--- config.mk ---
export PLATFORM = sky130hd
export DESIGN_NAME = touch_led_mode_ctrl
export DESIGN_NICKNAME = d
export VERILOG_FILES = /design/src/rtl/touch_led_pkg.sv /design/src/rtl/touch_key_event.sv /design/src/rtl/touch_led_mode_ctrl.sv
export SDC_FILE = /design/constraint.sdc
export NUM_CORES = 1
export LEC_CHECK = 0
export CAP_MARGIN = 30
export CELL_PAD_IN_SITES_DETAIL_PLACEMENT = 0
export CELL_PAD_IN_SITES_GLOBAL_PLACEMENT = 1
export CORE_MARGIN = 4
export CORE_UTILIZATION = 52
export CTS_CLUSTER_DIAMETER = 120
export DETAILED_ROUTE_END_ITERATION = 16
export PLACE_DENSITY = 0.95
export REMOVE_ABC_BUFFERS = 1
export SLEW_MARGIN = 10
export SYNTH_ARGS = -nofsm -noshare
export SYNTH_HDL_FRONTEND = slang
export SYNTH_HIERARCHICAL = 1
export SYNTH_SLANG_ARGS = --single-unit
--- constraint.sdc ---
create_clock -name sys_clk -period 4.3 [get_ports sys_clk]
set_clock_uncertainty 0.1 [all_clocks]
set_input_delay 0.86 -clock sys_clk [delete_from_list [all_inputs] [get_ports sys_clk]]
set_output_delay 0.86 -clock sys_clk [all_outputs]
set_load 0.01 [all_outputs]
--- src/rtl/touch_led_pkg.sv ---
// Shared mode encodings, LED patterns and small helpers for the touch-key LED
// mode controller.
package touch_led_pkg;

    typedef enum logic [1:0] {
        MODE_OFF   = 2'd0,
        MODE_ON    = 2'd1,
        MODE_BLINK = 2'd2,
        MODE_ALT   = 2'd3
    } mode_e;

    localparam logic [1:0] LED_NONE  = 2'b00;
    localparam logic [1:0] LED_BOTH  = 2'b11;
    localparam logic [1:0] LED_ALT_A = 2'b01;
    localparam logic [1:0] LED_ALT_B = 2'b10;

    // Mode reached by a short press.
    function automatic mode_e mode_step(input mode_e m);
        mode_e n;
        n = MODE_OFF;
        case (m)
            MODE_OFF:   n = MODE_ON;
            MODE_ON:    n = MODE_BLINK;
            MODE_BLINK: n = MODE_ALT;
            MODE_ALT:   n = MODE_OFF;
            default:    n = MODE_OFF;
        endcase
        return n;
    endfunction

    function automatic logic [1:0] led_decode(input mode_e m, input logic phase);
        logic [1:0] p;
        p = LED_NONE;
        case (m)
            MODE_OFF:   p = LED_NONE;
            MODE_ON:    p = LED_BOTH;
            MODE_BLINK: p = phase ? LED_NONE : LED_BOTH;
            MODE_ALT:   p = phase ? LED_ALT_B : LED_ALT_A;
            default:    p = LED_NONE;
        endcase
        return p;
    endfunction

endpackage

--- src/rtl/touch_key_event.sv ---
// Synchronises the touch key and classifies each touch into a one-cycle
// short-press or long-press pulse.
module touch_key_event
    import touch_led_pkg::*;
#(
    parameter logic [25:0] LONG_PRESS = 26'd49_999_999
) (
    input  logic i_clk,
    input  logic i_rst_n,
    input  logic i_key,
    output logic o_short_press,
    output logic o_long_press
);

    logic        r_k_s0;
    logic        r_k_s1;
    logic        r_k_d;
    logic [25:0] r_press_cnt;
    logic        r_short_press;
    logic        r_long_press;
    logic        w_fall;
    logic        w_long_hit;

    assign w_fall     = ~r_k_s1 & r_k_d;
    // Fires on the single cycle the counter steps onto the long-press threshold.
    assign w_long_hit = r_k_s1 && (r_press_cnt == (LONG_PRESS - 26'd1));

    always_ff @(posedge i_clk or negedge i_rst_n) begin
        if (!i_rst_n) begin
            r_k_s0        <= 1'b0;
            r_k_s1        <= 1'b0;
            r_k_d         <= 1'b0;
            r_press_cnt   <= 26'd0;
            r_short_press <= 1'b0;
            r_long_press  <= 1'b0;
        end else begin
            r_k_s0 <= i_key;
            r_k_s1 <= r_k_s0;
            r_k_d  <= r_k_s1;

            if (!r_k_s1) begin
                r_press_cnt <= 26'd0;
            end else if (r_press_cnt != LONG_PRESS) begin
                r_press_cnt <= r_press_cnt + 26'd1;
            end

            // Releases after the counter saturated were already reported as long.
            r_short_press <= w_fall && (r_press_cnt < LONG_PRESS);
            r_long_press  <= w_long_hit;
        end
    end

    assign o_short_press = r_short_press;
    assign o_long_press  = r_long_press;

endmodule

--- src/rtl/touch_led_mode_ctrl.sv ---
// Touch-key LED mode controller: steps OFF/ON/BLINK/ALT on short presses,
// returns to OFF on a long press, and drives the LEDs from a blink timer.
module touch_led_mode_ctrl
    import touch_led_pkg::*;
#(
    parameter logic [24:0] CNT_MAX    = 25'd24_999_999,
    parameter logic [25:0] LONG_PRESS = 26'd49_999_999
) (
    input  logic       sys_clk,
    input  logic       sys_rst_n,
    input  logic       touch_key,
    output logic [1:0] led,
    output logic [1:0] mode,
    output logic       short_press,
    output logic       long_press
);

    logic        w_short_press;
    logic        w_long_press;
    mode_e       r_mode;
    mode_e       w_mode_next;
    logic        w_mode_change;
    logic        w_blink_run;
    logic [24:0] r_blink_cnt;
    logic        r_phase;

    touch_key_event #(
        .LONG_PRESS (LONG_PRESS)
    ) u_key_event (
        .i_clk         (sys_clk),
        .i_rst_n       (sys_rst_n),
        .i_key         (touch_key),
        .o_short_press (w_short_press),
        .o_long_press  (w_long_press)
    );

    always_ff @(posedge sys_clk or negedge sys_rst_n) begin
        if (!sys_rst_n) begin
            r_mode <= MODE_OFF;
        end else begin
            r_mode <= w_mode_next;
        end
    end

    always_comb begin
        w_mode_next = r_mode;
        if (w_long_press) begin
            w_mode_next = MODE_OFF;
        end else if (w_short_press) begin
            w_mode_next = mode_step(r_mode);
        end
    end

    assign w_mode_change = (w_mode_next != r_mode);
    assign w_blink_run   = (r_mode == MODE_BLINK) || (r_mode == MODE_ALT);

    // Clearing on every mode change gives each BLINK/ALT entry a full first half-period.
    always_ff @(posedge sys_clk or negedge sys_rst_n) begin
        if (!sys_rst_n) begin
            r_blink_cnt <= 25'd0;
            r_phase     <= 1'b0;
        end else if (w_mode_change || !w_blink_run) begin
            r_blink_cnt <= 25'd0;
            r_phase     <= 1'b0;
        end else if (r_blink_cnt == CNT_MAX) begin
            r_blink_cnt <= 25'd0;
            r_phase     <= ~r_phase;
        end else begin
            r_blink_cnt <= r_blink_cnt + 25'd1;
        end
    end

    assign led         = led_decode(r_mode, r_phase);
    assign mode        = r_mode;
    assign short_press = w_short_press;
    assign long_press  = w_long_press;

endmodule

==> metrics.cfg <==
[status]
status=finished, final reports clean

[cells_and_area]
drive_above_1_share_pct=7.932
utilization_pct=60.27
nNetsFinal=357
n_antenna_cell=0
area_delta_synth_final_pct=11.68

[setup_path]
cp-end-kind=output pin
ff2ff_path_depth=6
cp-endpoint=led[1]
reg2reg_to=r_blink_cnt[5]$_DFF_PN0_
crit_fanout=10
cpPeakStageDelay_ns=0.54
reg2reg_slack_ns=1.89
required_ns=3.34
criticalPathCategory=reg -> out
cp_slowest_cell=clkdlybuf4s50_1
cp_num_buf_inv=1
worstPathCellList=ha_1, mux2i_1, a21oi_1, clkdlybuf4s50_1
cp.depth=4
worstPathArrival_ns=1.86
reg2reg_from=r_blink_cnt[0]$_DFF_PN0_
start_kind=register
startpoint=mode[1]$_DFF_PN0_
critPathTopFamily=buffers and inverters

[die]
die_w_um=86.62
dieHeight_um=86.62
coreArea_um2=5956
num_rows=28
dieArea_um2=7503
ios=9
start_util_pct=53.97

[power]
vdd_drop_max_mv=0.3319
p_total_uw=1455
p_per_area_nw_per_um2=405.3
p_leak_uw=0.001330

[cts]
clock_sinks=59
cts_buffers=9
htree_levels=3
cts_resized=0
cts_tree=yes
cts_buffer_depth=2
clock_latency_ns=0.34
cts_root_buf=clkbuf_8
cts.clk_slew.worst_paths_ns=0.07
cts_hold_buf=0
cts_setup_buffers=0

[routing]
drc_errors=0
routed_wl_um=6623
first_iter_violations=115
wire_per_inst_um=15.47
avgViaCountPerCell=6.121
antenna_left=0
drtPass1Iterations=4
vias=2620

[sta]
max_slew.worst_pin.slew_ns=0.8641
tns_ns=0
setup_viol=0
slew_violations=0
max_slew_margin_pct=42.18
fin_hold_ws_ns=0.2716
post-route-period-util_pct=65.68
fmax_ghz=0.3541
min_period_ns=2.824
hold_violations=0
rsz0062_at_grt=no

[logic_synthesis]
yosys-top-cells-area=dfrtp_1, nor3_1, or3_1
synth_seq_area_share_pct=45.93
syn_area_per_cell_um2=9.482
ys.flop_type=dfrtp_1
synthesis.instances=339
synth-edff-count=0
synth_top_cell_by_area=dfrtp_1
yosys_warnings=6
synth.top_cell.area_share_pct=45.93
ys_types=47
syn_area_um2=3214
synth_common_cells=dfrtp_1, nand2_1, nor3_1, o21ai_0, or3_1
synth_most_common_cell=dfrtp_1
ys_ff_latch=59
postSynth.asyncResetShare_pct=100.0

[place]
place.gp.congestion=0.8310
hpwl_um=4448
port_buffers=8

[global_route]
grt_max_degree=40
grt_pass1_vias=2535
grt_pass1_wl_um=11750
track_usage_pct=19.62
overflow=0
antenna_found_initial=0

[min_path]
hold_start=u_key_event/r_k_s0$_DFF_PN0_
hp-class=reg -> reg

[job]
maxCapViolations=0

[cell type report]
type,count,area (um^2)
Tap cell,75,93.84
Timing Repair Buffer,11,97.59
Clock inverter,4,97.59
Sequential cell,59,1476
Multi-Input combinational cell,252,1623
Clock buffer,12,145.1
Fill cell,507,2366
Inverter,15,56.30
[layer usage]
layer  vias to the layer above  GRT usage [%]  wire, um
met5                         -              0         0
met4                         0          10.34       100
met3                        11          3.517       258
met2                        58          30.46      3211
met1                      1248          26.14      3052
li1                       1303              -         -
[through the flow]
step | instances | area (um^2) | worst slack (ns)
2_1_floorplan | 326 | 3156 | 1.927
3_3_place_gp | 412 | 3347 | 1.881
3_5_place_dp | 412 | 3347 | 1.842
4_1_cts | 428 | 3590 | 1.467
5_1_grt | 428 | 3590 | 1.322
6_report | 428 | 3590 | 1.476
[registers in the layout, indices dropped and copies added, names as in the netlist]
signal                     cells
u_key_event/r_press_cnt       26
u_key_event/r_k_d              1
r_blink_cnt                   25
u_key_event/o_long_press       1
r_phase                        1
u_key_event/r_k_s1             1
u_key_event/o_short_press      1
mode                           2
u_key_event/r_k_s0             1
[worst register-to-register path: cells and delay by family, from the launching register on]
family	cells	cell delay, ns
adder cells (fa/ha/maj)	1	0.26
buffers and inverters	1	0.34
AND/OR/NAND/NOR	4	1.21
flip-flops	1	0.38
[report_power, final]
group / switching (uW) / leakage (uW) / internal, uW
combinational: 131 / 0.000405 / 93.2
sequential: 31.4 / 0.000808 / 574
clock: 224 / 0.000117 / 401
[placed cells by master, fill, tap and decap left out, types with 2 or more instances in the layout]
master            n
and3_1            3
and4_1            3
nor3_1           23
nor3b_1           2
nand2_1          26
clkbuf_8         10
ha_1              6
clkdlybuf4s50_1   7
nand4b_1          2
buf_4             3
bufinv_16         3
xnor2_1          11
clkbuf_1          2
nor2_1           14
nand2b_1          7
a31oi_1           4
or3_1            17
mux2i_1           6
a21oi_1          13
a211oi_1         12
nand3_1          15
o31ai_1           8
inv_1            14
or4_4             3
nand4_1          13
dfrtp_1          59
xor2_1            6
nor4_1            9
or4_1            11
o21ai_0          19
nand3_2           2
[cells by family after synthesis]
kind of cell | count (synthesis) | share of synthesized area (%)
mux | 6 | 1.869
simple gates | 157 | 28.34
compound gates | 66 | 13.31
buf+inv | 28 | 3.581
flops | 59 | 45.93
xor+xnor | 17 | 4.632
fa+ha+maj | 6 | 2.335
[worst min-delay path by stage]
stage | endpoint | slack [ns] | cells past startpoint
floorplan | u_key_event/r_k_s1$_DFF_PN0_ | 0.23 | 0
global placement | u_key_event/r_k_s1$_DFF_PN0_ | 0.23 | 0
global route | u_key_event/r_k_s1$_DFF_PN0_ | 0.28 | 0
detailed placement | u_key_event/r_k_s1$_DFF_PN0_ | 0.25 | 0
CTS | u_key_event/r_k_s1$_DFF_PN0_ | 0.27 | 0
finish | u_key_event/r_k_s1$_DFF_PN0_ | 0.27 | 0
Note: power is estimated with default switching activity, not from simulation.
